[src/rtl/ahb_lite_interconnect_param.sv]
`default_nettype none
// ============================================================================
// Module   : ahb_lite_interconnect_param
// Purpose  : Single-manager AHB-Lite interconnect. It decodes the address,
//            multiplexes the data-phase response, provides a built-in default
//            subordinate, and runs a per-transfer HREADYOUT timeout watchdog.
//            The watchdog quarantines a subordinate that hangs, and the
//            quarantine holds until software clears it.
// Ports    : HCLK/HRESETn            - clock, asynchronous active-low reset
//            HADDR/HTRANS/HWRITE/HSIZE - manager address-phase controls
//            HRDATA/HRESP/HREADY     - data-phase response to the manager
//            HSEL_S                  - one-hot address-phase select
//            HRDATA_S/HRESP_S/HREADYOUT_S - flattened subordinate responses
//            timeout_clr             - pulse: clear quarantine and sticky flag
//            timeout_flag/timeout_idx/quarantine - watchdog status
// Revision : 1.0 - initial release
// ============================================================================
module ahb_lite_interconnect_param #(
    parameter int ADDR_WIDTH            = 32,
    parameter int DATA_WIDTH            = 32,
    parameter int BITS_FOR_SUBORDINATES = 2,
    parameter int NO_OF_SUBORDINATES    = 3,
    parameter int TIMEOUT_CYCLES        = 16
) (
    input  logic                                     HCLK,
    input  logic                                     HRESETn,
    input  logic [ADDR_WIDTH-1:0]                    HADDR,
    input  logic [1:0]                               HTRANS,
    input  logic                                     HWRITE,
    input  logic [2:0]                               HSIZE,
    output logic [DATA_WIDTH-1:0]                    HRDATA,
    output logic [1:0]                               HRESP,
    output logic                                     HREADY,
    output logic [NO_OF_SUBORDINATES-1:0]            HSEL_S,
    input  logic [NO_OF_SUBORDINATES*DATA_WIDTH-1:0] HRDATA_S,
    input  logic [NO_OF_SUBORDINATES*2-1:0]          HRESP_S,
    input  logic [NO_OF_SUBORDINATES-1:0]            HREADYOUT_S,
    input  logic                                     timeout_clr,
    output logic                                     timeout_flag,
    output logic [BITS_FOR_SUBORDINATES-1:0]         timeout_idx,
    output logic [NO_OF_SUBORDINATES-1:0]            quarantine
);

    localparam int c_dsel_w  = BITS_FOR_SUBORDINATES + 1;
    localparam int c_wcnt_w  = (TIMEOUT_CYCLES < 1) ? 1 : $clog2(TIMEOUT_CYCLES + 1);
    localparam int c_limit_i = (TIMEOUT_CYCLES < 1) ? 0 : TIMEOUT_CYCLES - 1;
    localparam logic [c_wcnt_w-1:0] c_limit = c_wcnt_w'(c_limit_i);
    localparam logic [c_wcnt_w-1:0] c_wcnt_max = {c_wcnt_w{1'b1}};
    // The extra MSB of dsel marks the built-in default subordinate.
    localparam logic [c_dsel_w-1:0] c_dsel_default = {1'b1, {BITS_FOR_SUBORDINATES{1'b0}}};
    localparam logic [1:0] c_okay  = 2'b00;
    localparam logic [1:0] c_error = 2'b01;

    typedef enum logic [1:0] {
        D_IDLE = 2'd0,
        D_SUB  = 2'd1,
        D_ERR1 = 2'd2,
        D_ERR2 = 2'd3
    } state_t;

    state_t                            r_state;
    state_t                            w_state_nxt;
    logic [c_dsel_w-1:0]               r_dsel;
    logic [c_wcnt_w-1:0]               r_wcnt;
    logic [NO_OF_SUBORDINATES-1:0]     r_quarantine;
    logic                              r_timeout_flag;
    logic [BITS_FOR_SUBORDINATES-1:0]  r_timeout_idx;

    logic [BITS_FOR_SUBORDINATES-1:0]  w_dec_idx;
    logic [c_dsel_w-1:0]               w_dec_tgt;
    logic [DATA_WIDTH-1:0]             w_sub_rdata;
    logic [1:0]                        w_sub_resp;
    logic                              w_sub_ready;
    logic                              w_active;
    logic                              w_fire;
    logic                              w_unused;

    // Only the decode MSBs, HTRANS[1] and the response buses matter here.
    assign w_unused = ^{HSIZE, HWRITE, HTRANS[0], HADDR};

    assign w_dec_idx = HADDR[ADDR_WIDTH-1 -: BITS_FOR_SUBORDINATES];

    // Address decode: quarantined or out-of-range indices fall to the default.
    always_comb begin
        HSEL_S = '0;
        for (int i = 0; i < NO_OF_SUBORDINATES; i++) begin
            if ((w_dec_idx == i[BITS_FOR_SUBORDINATES-1:0]) && !r_quarantine[i]) begin
                HSEL_S[i] = 1'b1;
            end
        end
    end

    assign w_dec_tgt = (|HSEL_S) ? {1'b0, w_dec_idx} : c_dsel_default;

    // Data-phase source mux keyed by the registered select.
    always_comb begin
        w_sub_rdata = '0;
        w_sub_resp  = c_okay;
        w_sub_ready = 1'b1;
        for (int i = 0; i < NO_OF_SUBORDINATES; i++) begin
            if (r_dsel == i[c_dsel_w-1:0]) begin
                w_sub_rdata = HRDATA_S[i*DATA_WIDTH +: DATA_WIDTH];
                w_sub_resp  = HRESP_S[i*2 +: 2];
                w_sub_ready = HREADYOUT_S[i];
            end
        end
    end

    always_comb begin
        HRDATA = '0;
        HRESP  = c_okay;
        HREADY = 1'b1;
        case (r_state)
            D_SUB: begin
                HRDATA = w_sub_rdata;
                HRESP  = w_sub_resp;
                HREADY = w_sub_ready;
            end
            D_ERR1: begin
                HRESP  = c_error;
                HREADY = 1'b0;
            end
            D_ERR2: begin
                HRESP  = c_error;
            end
            default: ;
        endcase
    end

    assign w_active = HTRANS[1] & HREADY;
    assign w_fire   = (TIMEOUT_CYCLES != 0) && (r_state == D_SUB) && !w_sub_ready
                      && (r_wcnt == c_limit);

    always_comb begin
        w_state_nxt = r_state;
        if (r_state == D_ERR1) begin
            w_state_nxt = D_ERR2;
        end else if (w_fire) begin
            w_state_nxt = D_ERR1;
        end else if (HREADY) begin
            if (!w_active) begin
                w_state_nxt = D_IDLE;
            end else if (w_dec_tgt[c_dsel_w-1]) begin
                w_state_nxt = D_ERR1;
            end else begin
                w_state_nxt = D_SUB;
            end
        end
    end

    always_ff @(posedge HCLK or negedge HRESETn) begin
        if (!HRESETn) begin
            r_state <= D_IDLE;
            r_dsel  <= '0;
            r_wcnt  <= '0;
        end else begin
            r_state <= w_state_nxt;
            if (HREADY) begin
                r_dsel <= w_dec_tgt;
            end
            if (HREADY || w_fire) begin
                r_wcnt <= '0;
            end else if ((r_state == D_SUB) && (r_wcnt != c_wcnt_max)) begin
                r_wcnt <= r_wcnt + c_wcnt_w'(1);
            end
        end
    end

    // Watchdog status: a new timeout overrides a coincident clear.
    always_ff @(posedge HCLK or negedge HRESETn) begin
        if (!HRESETn) begin
            r_quarantine   <= '0;
            r_timeout_flag <= 1'b0;
            r_timeout_idx  <= '0;
        end else begin
            if (timeout_clr) begin
                r_quarantine   <= '0;
                r_timeout_flag <= 1'b0;
                r_timeout_idx  <= '0;
            end
            if (w_fire) begin
                for (int i = 0; i < NO_OF_SUBORDINATES; i++) begin
                    if (r_dsel == i[c_dsel_w-1:0]) begin
                        r_quarantine[i] <= 1'b1;
                    end
                end
                r_timeout_flag <= 1'b1;
                r_timeout_idx  <= r_dsel[BITS_FOR_SUBORDINATES-1:0];
            end
        end
    end

    assign quarantine   = r_quarantine;
    assign timeout_flag = r_timeout_flag;
    assign timeout_idx  = r_timeout_idx;

endmodule
`default_nettype wire

[config.mk]
export PLATFORM = sky130hd
export DESIGN_NAME = ahb_lite_interconnect_param
export DESIGN_NICKNAME = d
export VERILOG_FILES = /design/src/rtl/ahb_lite_interconnect_param.sv
export SDC_FILE = /design/constraint.sdc
export NUM_CORES = 1
export LEC_CHECK = 0
export ABC_AREA = 1
export CELL_PAD_IN_SITES_DETAIL_PLACEMENT = 0
export CELL_PAD_IN_SITES_GLOBAL_PLACEMENT = 1
export CORE_UTILIZATION = 17
export DETAILED_ROUTE_END_ITERATION = 8
export PLACE_DENSITY_LB_ADDON = 0.1
export SYNTH_ARGS = -nofsm -noshare
export SYNTH_HDL_FRONTEND = slang
export SYNTH_SLANG_ARGS = --single-unit
[constraint.sdc]
create_clock -name HCLK -period 5.2 [get_ports HCLK]
set_clock_uncertainty 0.2 [all_clocks]
set_input_delay 0.78 -clock HCLK [delete_from_list [all_inputs] [get_ports HCLK]]
set_output_delay 0.78 -clock HCLK [all_outputs]
set_load 0.02 [all_outputs]
==> results.md, run 1 <==
- Status: finished clean
- Rel. slew slack: 0.287
- Final worst path period need: 3.71 ns
- First-pass DRT Iterations: 4
- Hold path cells: 2
- Maxcap violations: 0
- Vias in the first global route: 2216
- Reg2reg start: r_dsel[1]
- Area growth, synth to finish: 104%
- Initial antenna violation count: 0
- Library cells used by synthesis: 25
- Reg2Reg Setup Slack: 2.88 ns
- Fraction of power spent switching nets: 0.510
- Crit path from: r_dsel[1]
- Fin. max-slew vios: 0
- Routed vias/inst: 4.62
- CTS tree: built
- ANT nets after route: 0
- Vias: 2398
- Worst-case clock buffer depth: 2
- Crit path required time: 4.22 ns
- # IOs: 190
- Simple-gate area share of the yosys netlist: 0.472
- Final Wtd Congestion: 0.701
- WL final: 7.88 mm
- Initial DRC count: 65
- Post-synthesis compound-gate area fraction: 0.140
- Endpoint type of the worst setup path: output pin
- Register area share after synthesis: 0.248
- Die area: 0.00988 mm2
- Initial Utilization: 0.175
- Layout Nets: 558
- All-Layer GR Usage: 0.151
- DRC errors left: 0
- Worst Setup Slack, final: 1.49 ns
- Worst r2r path cells: 6
- Min-delay worst type: reg -> reg
- CTS clk-pin slew, worst paths: 0.07 ns
- Commonest cells after routing, fill and taps aside: clkdlybuf4s50_1, nand3_1, nand2_1, a31oi_1, inv_1
- H-tree levels: 1
- Drt wl/cell: 15.2 um
- Xor/xnor cell area share of the yosys netlist: 0.0163
- Port bufs: 154
- Int Pwr: 564 uW
- Clock root cell: clkbuf_8
- Num CTS Buffers: 3
- Layout cells sized above 1: 0.0392
- RSZ-0062 raised after global routing: false
- TNS Setup: 0 ns
- Crit Reg-Reg Endpoint: r_state[0]
- Peak supply drop: 0.153 mV
- Hold Crit Start: timeout_flag
- # rows: 35
- Final setup fails: 0
- Chip width: 99.4 um
- Die H: 99.4 um
- Crit path arrival time: 2.73 ns
- Post-synthesis mux area share: 0
- First-pass GRT wire length: 11.9 mm
- CP Max Fanout: 34
- Adder-cell share of the synthesized area: 0.0233
- Final hold vios: 0
- Seq pwr share: 0.140
- Synth warnings: 0
- Combinational power share: 0.766
- Postcts setup bufs: 0
- Post-cts hold buffer count: 0
- Slew @ Worst Pin: 1.06 ns
- Clock power share: 0.094
- CP max-delay cell: clkinv_1
- Syn avg cell area: 6.06 um2
- Hold endpoint: timeout_flag
- Total core area: 0.00920 mm2
- Crit-path max cell delay: 0.83 ns
- FF+latch count, synth: 16
- Switch Pwr: 588 uW
- CP Class: reg -> out
- Commonest non-fill, non-tap cell in the layout: clkdlybuf4s50_1
- Largest net degree at the start of global routing: 42
- Critical-path cell list: nand3_1 -> clkinv_1 -> a21oi_1 -> o21ai_0 -> clkdlybuf4s50_1
- Worst skew pair latency: 0.24 ns
- Gr ovfl total: 0
- Mapped Nets: 415
- Clk sinks: 16
- Synthesized area: 0.00161 mm2
- PD cells: 350 mW/mm2
- Largest family of logic cells by synthesized area: simple AND/OR/NAND/NOR gates
- Startpoint Class: register
- Final period util: 0.714
- Antenna cell count: 0
- Gate Count Post-Synth: 266
- Setup Slack @ Placement: 1.64 ns
- Fillers: 1017
- F_max: 269 MHz
- Pleak: 1.25 nW
- Hpwl dp: 5.65 mm
- CTS resizes: 0
-- cell families after synthesis --
group	after synthesis
buf+inv	40
compound gates	37
fa+ha+maj	3
simple gates	167
flops	16
xor+xnor	3
-- area by class of cell --
| type | instances | area, um2 | area share |
|---|---|---|---|
| Sequential cell | 16 | 400 | 0.122 |
| Inverter | 20 | 75.1 | 0.0228 |
| Timing Repair Buffer | 158 | 1570 | 0.477 |
| Clock buffer | 4 | 55.1 | 0.0167 |
| Multi-Input combinational cell | 210 | 1050 | 0.319 |
| Tap cell | 111 | 139 | 0.0422 |
-- state kept, by name (all words and copies together) (netlist names) --
signal,cells
r_wcnt,5
r_dsel,3
timeout_flag,1
quarantine,3
timeout_idx,2
r_state,2
-- stage by stage --
stage | utilization | power (mW) | cells | instance area [um2] | hold WS (ns)
3_5_place_dp | 0.352 | 1.06 | 515 | 3240 | 0.279
2_1_floorplan | - | 0.681 | 266 | 1610 | 0.284
3_3_place_gp | 0.352 | 1.06 | 515 | 3240 | 0.273
4_1_cts | 0.358 | 1.17 | 519 | 3290 | 0.301
5_1_grt | 0.358 | 1.25 | 519 | 3290 | 0.318
6_report | 0.358 | 1.15 | 519 | 3290 | 0.291
-- worst max-delay path by stage --
stage	end	slack, ns	cells after the start
after CTS	HRESP[0]	1.37	5
final	HRESP[0]	1.49	5
after floorplan	HRESP[0]	2.80	4
after global placement	HRESP[0]	1.62	5
after detailed placement	HRESP[0]	1.64	5
after global routing	HRDATA[12]	1.21	6
-- power groups by stage --
stage	combinational, mW	sequential, mW	clock (mW)
2_1_floorplan	0.522	0.160	0
3_3_place_gp	0.896	0.163	0
3_5_place_dp	0.894	0.164	0
4_1_cts	0.897	0.161	0.115
5_1_grt	0.968	0.164	0.120
6_report	0.882	0.161	0.109
-- per-layer routing --
metal  up-vias  track usage  part of all wire
met5         -            0                 0
met4         0       0.0249            0.0024
met3         2       0.0309             0.086
met2        94        0.271              0.48
met1      1101        0.188              0.43
li1       1201            -                 -
-- worst max-delay path: cells and delay by family (launching register included) --
family          cells  cell delay, ns
compound gates      2            0.48
flops               1            0.44
buf+inv             2            1.40
simple gates        1            0.15
-- cells in the mapped netlist, drive strengths merged --
| cell type | instances | area (um2) |
|---|---|---|
| clkbuf | 10 | 37.5 |
| nand2 | 69 | 274 |
| nor2 | 16 | 72.6 |
| nand4 | 1 | 6.26 |
| buf | 10 | 48.8 |
| nor3 | 1 | 5.00 |
| a31oi | 33 | 206 |
| inv | 19 | 71.3 |
| clkinv | 1 | 3.75 |
| ha | 3 | 37.5 |
| o21ai | 3 | 15.0 |
| dfrtp | 16 | 400 |
| xor2 | 2 | 17.5 |
| a21oi | 1 | 5.00 |
| xnor2 | 1 | 8.76 |
| nand3 | 79 | 395 |
| nand3b | 1 | 7.51 |
No activity file was read; power rests on OpenSTA's default activity.
==> run 2, diff against run 1 <==
CORE_UTILIZATION = 16   (was 17)
clock period = 3.87 ns   (was 5.2 ns; I/O delays follow)
==> run 2 against run 1 <==
Power rose by 36%. Wire length fell by 0.69%. Register-to-register slack got worse by 0.97 ns. Via count fell by 1.3%. Die area rose by 6.1%. Non-clock buffer count rose by 1. Design area rose by 1.4%. Worst hold slack improved by 0.0040 ns. Utilization fell by 1.6 points. Highest routed layer unchanged.
==> results.md, run 2 (same netlist as run 1, synthesis figures left out) <==
- Num CTS Buffers: 3
- Critical-path cell list: nand3_1 -> clkinv_1 -> buf_4 -> nand2_1 -> a31oi_1 -> clkdlybuf4s50_1
- Layout Nets: 559
- Initial antenna violation count: 0
- Hpwl dp: 5.81 mm
- Die area: 0.0105 mm2
- PD cells: 470 mW/mm2
- Final worst path period need: 3.38 ns
- Crit path buf inv count: 3
- Port bufs: 154
- Drt wl/cell: 14.4 um
- Initial Utilization: 0.165
- Commonest non-fill, non-tap cell in the layout: clkdlybuf4s50_1
- Fin. max-slew vios: 0
- Maxcap violations: 0
- Clk sinks: 16
- Switch Pwr: 797 uW
- Status: finished clean
- Vias: 2368
- Startpoint Class: register
- First-pass DRT Iterations: 4
- Worst skew pair latency: 0.25 ns
- Routed vias/inst: 4.37
- First-pass GRT wire length: 11.0 mm
- DRC errors left: 0
- CP Max Fanout: 20
- Total core area: 0.00977 mm2
- Top reg by flops: r_wcnt
- Final hold vios: 0
- RSZ-0062 raised after global routing: false
- Worst-case clock buffer depth: 2
- Crit-path max cell delay: 0.58 ns
- Hold Crit Start: timeout_flag
- Clock power share: 0.095
- CP max-delay cell: clkdlybuf4s50_1
- Initial DRC count: 60
- Crit-path leading delay family: buffers and inverters
- Crit path required time: 3.09 ns
- Crit path arrival time: 2.60 ns
- Seq pwr share: 0.137
- Endpoint type of the worst setup path: output pin
- Gr ovfl total: 0
- WL final: 7.82 mm
- Commonest cells after routing, fill and taps aside: clkdlybuf4s50_1, nand3_1, nand2_1, a31oi_1, inv_1
- Layout cells sized above 1: 0.0416
- Chip width: 102 um
- Area growth, synth to finish: 107%
- All-Layer GR Usage: 0.135
- H-tree levels: 1
- Max reg flops: 5
- CTS resizes: 0
- Peak supply drop: 0.308 mV
- Die H: 102 um
- CP Class: reg -> out
- Clock root cell: clkbuf_8
- CTS clk-pin slew, worst paths: 0.07 ns
- Slew @ Worst Pin: 0.772 ns
- Combinational power share: 0.768
- # IOs: 190
- Min-delay worst type: reg -> reg
- Tot Pwr: 1.57 mW
- Vias in the first global route: 2138
- Final Wtd Congestion: 0.707
- Pleak: 1.26 nW
- F_max: 296 MHz
- ANT nets after route: 0
- Final period util: 0.873
- TNS Setup: 0 ns
- # rows: 36
- Post-cts hold buffer count: 0
- Crit path from: r_dsel[1]
- Postcts setup bufs: 0
- Reg2reg start: r_dsel[0]
- Rel. slew slack: 0.483
- Antenna cell count: 0
- CTS tree: built
- Fillers: 1062
- Fraction of power spent switching nets: 0.508
- Final setup fails: 0
- Int Pwr: 772 uW
- Largest net degree at the start of global routing: 70
## run 2: changes by cell type in the layout (fill, tap and decap cells not counted)
cell / previous run / this run
buf_12: 0 / 1
## run 2: worst paths after layout
check	endpoint	slack [ns]	cells after the start
setup / recovery	HRDATA[11]	0.49	6
hold / removal	timeout_flag	0.29	2
setup reg to reg	r_state[0]	1.91	7
hold reg to reg	timeout_flag	0.29	2
max in group asynchronous	r_wcnt[0]	2.40	1
min in group asynchronous	timeout_idx[0]	0.58	1
## run 2: cell type report
class,count,area (um2),area share
Tap cell,133,166,0.0498
Sequential cell,16,400,0.120
Timing Repair Buffer,159,1590,0.477
Multi-Input combinational cell,210,1050,0.315
Clock buffer,4,55.1,0.0165
Inverter,20,75.1,0.0225
## run 2: worst register-to-register path, delay by kind of cell (launching register included)
kind | cells | cell delay (ns)
buffers and inverters | 2 | 0.43
AND/OR/NAND/NOR | 5 | 0.84
flip-flops | 1 | 0.38
## run 2: power groups by stage
stage	sequential [mW]	clock, mW	combinational (mW)
final	0.215	0.150	1.21
after CTS	0.215	0.158	1.23
after global routing	0.220	0.161	1.31
after global placement	0.218	0	1.23
after detailed placement	0.218	0	1.22
after floorplan	0.214	0	0.701
## run 2: metal layers
layer | track usage | routed length, um
met1 | 0.158 | 3250
met3 | 0.0397 | 774
met5 | 0 | 0
met2 | 0.244 | 3710
met4 | 0.0231 | 89
## run 2: per-stage QoR
stage	setup slack (ns)	hold WS, ns	util	area (um2)	std cells
floorplan	1.67	0.0849	-	1610	266
global placement	0.659	0.275	0.336	3280	538
detailed placement	0.716	0.278	0.336	3280	538
CTS	0.425	0.307	0.342	3340	542
global route	0.321	0.339	0.342	3340	542
finish	0.492	0.295	0.342	3340	542
